==> config.mk <==
export PLATFORM = sky130hd
export DESIGN_NAME = cache_way_sched
export DESIGN_NICKNAME = d
export VERILOG_FILES = /design/src/rtl/cache_way_sched.sv
export SDC_FILE = /design/constraint.sdc
export NUM_CORES = 1
export LEC_CHECK = 0
export CAP_MARGIN = 40
export CORE_AREA = 2 2 85 87
export DETAILED_ROUTE_END_ITERATION = 12
export DIE_AREA = 0 0 87 89
export GPL_TIMING_DRIVEN = 0
export PLACE_DENSITY = 0.68
export SYNTH_ARGS = -nofsm -noshare
export SYNTH_HDL_FRONTEND = slang
export SYNTH_SLANG_ARGS = --single-unit
export TNS_END_PERCENT = 30
==> constraint.sdc <==
create_clock -name clk -period 3 [get_ports clk]
set_input_delay 0.75 -clock clk [delete_from_list [all_inputs] [get_ports clk]]
set_output_delay 0.75 -clock clk [all_outputs]
set_load 0.01 [all_outputs]
==> src/rtl/cache_way_sched.sv <==
// Scheduler that turns one cache lookup result into a stable one-hot way select for the 4-way click selector.
// Tree-PLRU victim choice on a miss. Optional WAIT_FIRE timeout: define CACHE_SCHED_TIMEOUT_EN.
`timescale 1ns/1ps

module cache_way_sched #(
  parameter int SETS    = 16,
  parameter int IDX_W   = 4,
  parameter int DRIVE_W = 2
`ifdef CACHE_SCHED_TIMEOUT_EN
  , parameter int TO_CYC = 64
`endif
) (
  input  logic             clk,
  input  logic             rst,
  input  logic             req_valid,
  output logic             req_ready,
  input  logic [IDX_W-1:0] req_idx,
  input  logic             req_hit,
  input  logic [1:0]       req_way,
  output logic             sel_drive,
  output logic [3:0]       sel_valid,
  input  logic             sel_fire,
  output logic             done_valid,
  output logic [1:0]       done_way,
  output logic             done_miss,
  output logic             busy
`ifdef CACHE_SCHED_TIMEOUT_EN
  , output logic           to_err
`endif
);

  typedef enum logic [1:0] {S_IDLE, S_DRIVE, S_WAIT, S_UPDATE} state_t;

  localparam int               DRV_CW   = (DRIVE_W > 1) ? $clog2(DRIVE_W) : 1;
  localparam logic [DRV_CW-1:0] DRV_LAST = DRV_CW'(DRIVE_W - 1);
  localparam logic [IDX_W:0]    SETS_W   = (IDX_W + 1)'(SETS);

  function automatic logic [1:0] plru_victim(input logic [2:0] b);
    return b[0] ? (b[2] ? 2'd3 : 2'd2) : (b[1] ? 2'd1 : 2'd0);
  endfunction

  // Point the tree away from the accessed way; the other half's bit is untouched.
  function automatic logic [2:0] plru_touch(input logic [2:0] b, input logic [1:0] w);
    logic [2:0] n;
    n    = b;
    n[0] = ~w[1];
    if (!w[1]) n[1] = ~w[0];
    else       n[2] = ~w[0];
    return n;
  endfunction

  state_t             r_state, w_next;
  logic [DRV_CW-1:0]  r_drv_cnt;
  logic               r_fire_s1, r_fire_s2, r_fire_s3;
  logic               w_fire_p;
  logic [2:0]         r_plru [SETS];
  logic [IDX_W-1:0]   r_set, w_set;
  logic               r_hit;
  logic [1:0]         r_way, w_target, w_way_sel;
  logic               r_sel_drive, w_sel_drive_d;
  logic [3:0]         r_sel_valid, w_sel_valid_d;
  logic               r_done_valid, w_done_valid_d;
  logic [1:0]         r_done_way, w_done_way_d;
  logic               r_done_miss, w_done_miss_d;

  // Indices past SETS alias back into the array when SETS is not a power of two.
  assign w_set    = ({1'b0, req_idx} < SETS_W) ? req_idx : IDX_W'({1'b0, req_idx} - SETS_W);
  assign w_target = req_hit ? req_way : plru_victim(r_plru[w_set]);
  assign w_fire_p = r_fire_s2 & ~r_fire_s3;

  // NOTE: sequential state uses non-blocking assignments so every flop samples pre-edge values.
  always_ff @(posedge clk or negedge rst) begin
    if (!rst) begin
      r_fire_s1 <= 1'b0;
      r_fire_s2 <= 1'b0;
      r_fire_s3 <= 1'b0;
    end else begin
      r_fire_s1 <= sel_fire;
      r_fire_s2 <= r_fire_s1;
      r_fire_s3 <= r_fire_s2;
    end
  end

`ifdef CACHE_SCHED_TIMEOUT_EN
  localparam int              TO_CW   = (TO_CYC > 2) ? $clog2(TO_CYC) : 1;
  localparam logic [TO_CW-1:0] TO_LAST = TO_CW'(TO_CYC - 1);
  logic [TO_CW-1:0] r_to_cnt;
  logic             r_to_err;
  logic             w_to_hit;

  assign w_to_hit = (r_state == S_WAIT) && !w_fire_p && (r_to_cnt == TO_LAST);
  assign to_err   = r_to_err;

  always_ff @(posedge clk or negedge rst) begin
    if (!rst) begin
      r_to_cnt <= '0;
      r_to_err <= 1'b0;
    end else begin
      r_to_cnt <= (r_state == S_WAIT) ? r_to_cnt + 1'b1 : '0;
      if (w_to_hit) r_to_err <= 1'b1;
    end
  end
`endif

  always_ff @(posedge clk or negedge rst) begin
    if (!rst) begin
      r_state   <= S_IDLE;
      r_drv_cnt <= '0;
    end else begin
      r_state   <= w_next;
      r_drv_cnt <= (r_state == S_DRIVE) ? r_drv_cnt + 1'b1 : '0;
    end
  end

  // NOTE: every always_comb output gets a default first so no path can infer a latch.
  always_comb begin
    w_next = r_state;
    case (r_state)
      S_IDLE:   if (req_valid) w_next = S_DRIVE;
      S_DRIVE:  if (r_drv_cnt == DRV_LAST) w_next = S_WAIT;
      S_WAIT: begin
        if (w_fire_p) w_next = S_UPDATE;
`ifdef CACHE_SCHED_TIMEOUT_EN
        else if (w_to_hit) w_next = S_IDLE;
`endif
      end
      S_UPDATE: w_next = S_IDLE;
      default:  w_next = S_IDLE;
    endcase
  end

  // Outputs are decoded from the next state and registered, so they change only on clock edges.
  always_comb begin
    w_way_sel      = (r_state == S_IDLE) ? w_target : r_way;
    w_sel_drive_d  = (w_next == S_DRIVE);
    w_sel_valid_d  = ((w_next == S_DRIVE) || (w_next == S_WAIT)) ? (4'b0001 << w_way_sel) : 4'b0000;
    w_done_valid_d = (w_next == S_UPDATE);
    w_done_way_d   = (w_next == S_UPDATE) ? r_way : 2'd0;
    w_done_miss_d  = (w_next == S_UPDATE) && !r_hit;
  end

  always_ff @(posedge clk or negedge rst) begin
    if (!rst) begin
      r_sel_drive  <= 1'b0;
      r_sel_valid  <= 4'b0000;
      r_done_valid <= 1'b0;
      r_done_way   <= 2'd0;
      r_done_miss  <= 1'b0;
    end else begin
      r_sel_drive  <= w_sel_drive_d;
      r_sel_valid  <= w_sel_valid_d;
      r_done_valid <= w_done_valid_d;
      r_done_way   <= w_done_way_d;
      r_done_miss  <= w_done_miss_d;
    end
  end

  always_ff @(posedge clk or negedge rst) begin
    if (!rst) begin
      r_set <= '0;
      r_hit <= 1'b0;
      r_way <= 2'd0;
    end else if ((r_state == S_IDLE) && req_valid) begin
      r_set <= w_set;
      r_hit <= req_hit;
      r_way <= w_target;
    end
  end

  // NOTE: the PLRU array is reset as flops because a reset must leave every set choosing way 0.
  always_ff @(posedge clk or negedge rst) begin
    if (!rst) begin
      for (int i = 0; i < SETS; i++) r_plru[i] <= 3'b000;
    end else if (r_state == S_UPDATE) begin
      r_plru[r_set] <= plru_touch(r_plru[r_set], r_way);
    end
  end

  assign sel_drive  = r_sel_drive;
  assign sel_valid  = r_sel_valid;
  assign done_valid = r_done_valid;
  assign done_way   = r_done_way;
  assign done_miss  = r_done_miss;
  assign busy       = (r_state != S_IDLE);
  assign req_ready  = (r_state == S_IDLE);

endmodule

==> out/qor.csv <==
stage,metric,value,unit
die,die_w,87,µm
cts,clk_path_buf_depth,2,
yosys,ys.flop_type,dfrtp_1,
yosys,synth_edf_count,0,
yosys,syn_avg_cell_area,11.9,µm²
pwr,peakVddDrop,0.000444,V
setup_path,critPathRequiredTime,3.28,ns
routing,antenna_left,0,
routing,first_pass_iters,4,
pwr,p_leak,1.73,nW
die,start_util,0.500,
routing,totalWireLength,7280,µm
global_routing,antenna_found_initial,0,
die,coreArea,0.00672,mm²
timing,min_period,2.85,ns
timing,tns,0,ns
setup_path,arrival,3.13,ns
yosys,yosys.area.top_type,dfrtp_1,
routing,via_per_inst,5.72,
cts,htree_num_levels,3,
pwr,total_power,3.91,mW
setup_path,cp-start-kind,primary input,
setup_path,cp_max_fo,10,
yosys,netlist.area_leader.share,0.521,
yosys,yosysMostFrequentCell,dfrtp_1,
timing,hold_viol,0,
yosys,syn_inst,283,
cts,clkSlewWorstSetupHoldPaths,0.07,ns
setup_path,cp.depth,7,
yosys,yosys.cell_types.count,39,
global_routing,grt_usage,0.211,
final_layout,area_growth,15.0,%
yosys,yosys_warnings,0,
yosys,synthArstFlopShare,1.00,
global_routing,gr-total-overflow,0,
setup_path,slowest_stage,clkdlybuf4s50_1,
final_layout,diodes,0,
pwr,cell_internal_pwr,2.51,mW
yosys,synth_area,0.00336,mm²
setup_path,worstSetupPathType,primary input to register,
pwr,power_density,1010,mW/mm²
die,die_h,89,µm
yosys,synth_area_leaders,"dfrtp_1, mux4_2, nor2_1",
setup_path,slowest_delay,0.60,ns
pwr,power.switching_fraction,0.359,
cts,cts_tree,done,
pwr,switchingPower,1.40,mW
cts,hold_buffers,0,
timing,slew_violations,0,
routing,routed-via-count,2282,
timing,finalSetupViolCount,0,
routing,dr.first_iter.drc_count,163,
place,port_buffers,20,
global_routing,grt_max_degree,42,
final_layout,drive_gt1_frac,0.154,
cts,cts_buffers,9,
cts,root_buffer,clkbuf_8,
yosys,synth_commonest_cells,"dfrtp_1, nor2_1, a21oi_1, mux4_2, mux2i_1",
global_routing,grt_pass1_wl,11900,µm
final_layout,nNetsFinal,328,
timing,hold-worst-slack,0.333,ns
cts,clkSinkCount,70,
job,maxCapViolations,0,
routing,drc,0,
setup_path,path_cells,clkdlybuf4s50_1 -> buf_2 -> mux4_2 -> mux2i_1 -> mux2i_1 -> a221oi_2 -> and4_1,
place,finalWeightedCongestion,0.901,
timing,skew,0.00645,ns
timing,rsz0062_at_grt,false,
yosys,ys_ff_latch,70,
pwr,power.clock.fraction,0.187,
yosys,syn_nets,296,
die,ios,22,
cts,insertion_delay,0.34,ns
pwr,p_comb_frac,0.411,
setup_path,path_delay_family,buffers and inverters,
die,die_area,0.00774,mm²
pwr,power_frac_seq,0.402,
timing,fin_crit_sh,0.951,
setup_path,crit_buf_inv,2,
setup_path,r2r_cells,6,
die,rows,30,
place,dp_hpwl,5170,µm
status,status,finished clean,
worst_hold_path,hp-class,primary input to asynchronous set/reset pin,
setup_path,critPathCaptureType,register,
timing,slew_headroom,0.425,
setup_path,crit_top_cell,mux2i_1,
routing,avgRoutedWirePerCell,18.3,µm
yosys,yosysSeqAreaShare,0.521,
timing,tightest_slew,0.855,ns
timing,fmax,0.350,GHz
global_routing,grt_pass1_vias,2230,
==> per-stage QoR <==
step                instances  instance area, µm²  worst slack [ns]  utilization
finish                    399                3860             0.146        0.575
global route              399                3860           0.00126        0.575
CTS                       400                3870            0.0939        0.576
detailed placement        385                3680            -0.474        0.548
global placement          383                3660             -1.13        0.545
floorplan                 283                3360             0.582            -
==> cell families (layout without fill, tap and decap cells) <==
family / count (synthesis) / count (layout) / share of synthesized area
buffers and inverters: 21 / 57 / 0.0309
adder cells (fa/ha/maj): 2 / 2 / 0.00744
AND/OR/NAND/NOR: 89 / 89 / 0.118
flip-flops: 70 / 70 / 0.521
multiplexers: 41 / 41 / 0.217
AO/OA/AOI/OAI: 60 / 60 / 0.105
==> area by class of cell <==
cell class	count	area, µm²
Fill cell	551	2860
Sequential cell	70	1750
Multi-Input combinational cell	192	1510
Timing Repair Buffer	22	223
Clock buffer	14	153
Tap cell	80	100
Buffer	13	75.1
Clock inverter	1	30.0
Inverter	7	26.3
==> metal layers <==
metal	GRT usage	vias to the layer above	part of all wire
li1	-	1078	-
met1	0.297	1136	0.47
met2	0.320	56	0.47
met3	0.0406	12	0.041
met4	0.0952	0	0.020
met5	0	-	0
==> flip-flops by register name, indices dropped and copies added, names as in the netlist, 2 cells and up <==
name and flops:
r_set 4, r_state 2, done_way 2, r_way 2, sel_valid 4, r_plru 48
==> power groups by stage <==
stage	sequential, mW	combinational (mW)	clock (mW)
6_report	1.57	1.61	0.731
4_1_cts	1.56	1.63	0.746
2_1_floorplan	1.50	1.20	0
3_5_place_dp	1.57	1.62	0
5_1_grt	1.63	1.75	0.789
3_3_place_gp	1.56	1.59	0
==> layout by cell type, fill, tap and decap left out, types with 2 or more instances in the layout <==
master,n
o21ai_0,4
or2_2,2
nand4b_1,2
nor2_1,59
mux2i_1,13
nand2_1,7
buf_2,4
and2_1,3
clkbuf_1,9
buf_6,3
mux4_1,7
ha_1,2
clkbuf_8,10
nor3_1,5
nand2b_1,2
a21oi_2,3
buf_1,2
mux2_2,5
a21oi_1,44
inv_1,7
clkdlybuf4s50_1,19
nor3b_1,2
dfrtp_1,70
mux4_2,15
==> path summary, 6_finish.rpt <==
path | from | to | slack, ns
worst max register to register | r_set[0] | r_plru[43] | 0.51
min in group clk | r_fire_s1 | r_fire_s2 | 0.35
worst min register to register | r_fire_s1 | r_fire_s2 | 0.35
max in group asynchronous | rst | r_plru[37] | 2.12
worst max-delay path | req_idx[2] | sel_valid[0] | 0.15
worst min-delay path | rst | r_fire_s3 | 0.33
==> what timing repair did <==
item,in CTS,in global routing
setup buffers,0,0
endpoints found under the hold margin,0,0
setup endpoints to repair,4,1
cloned,0,0
gates resized for setup,1,0
No activity file was read; power rests on OpenSTA's default activity.
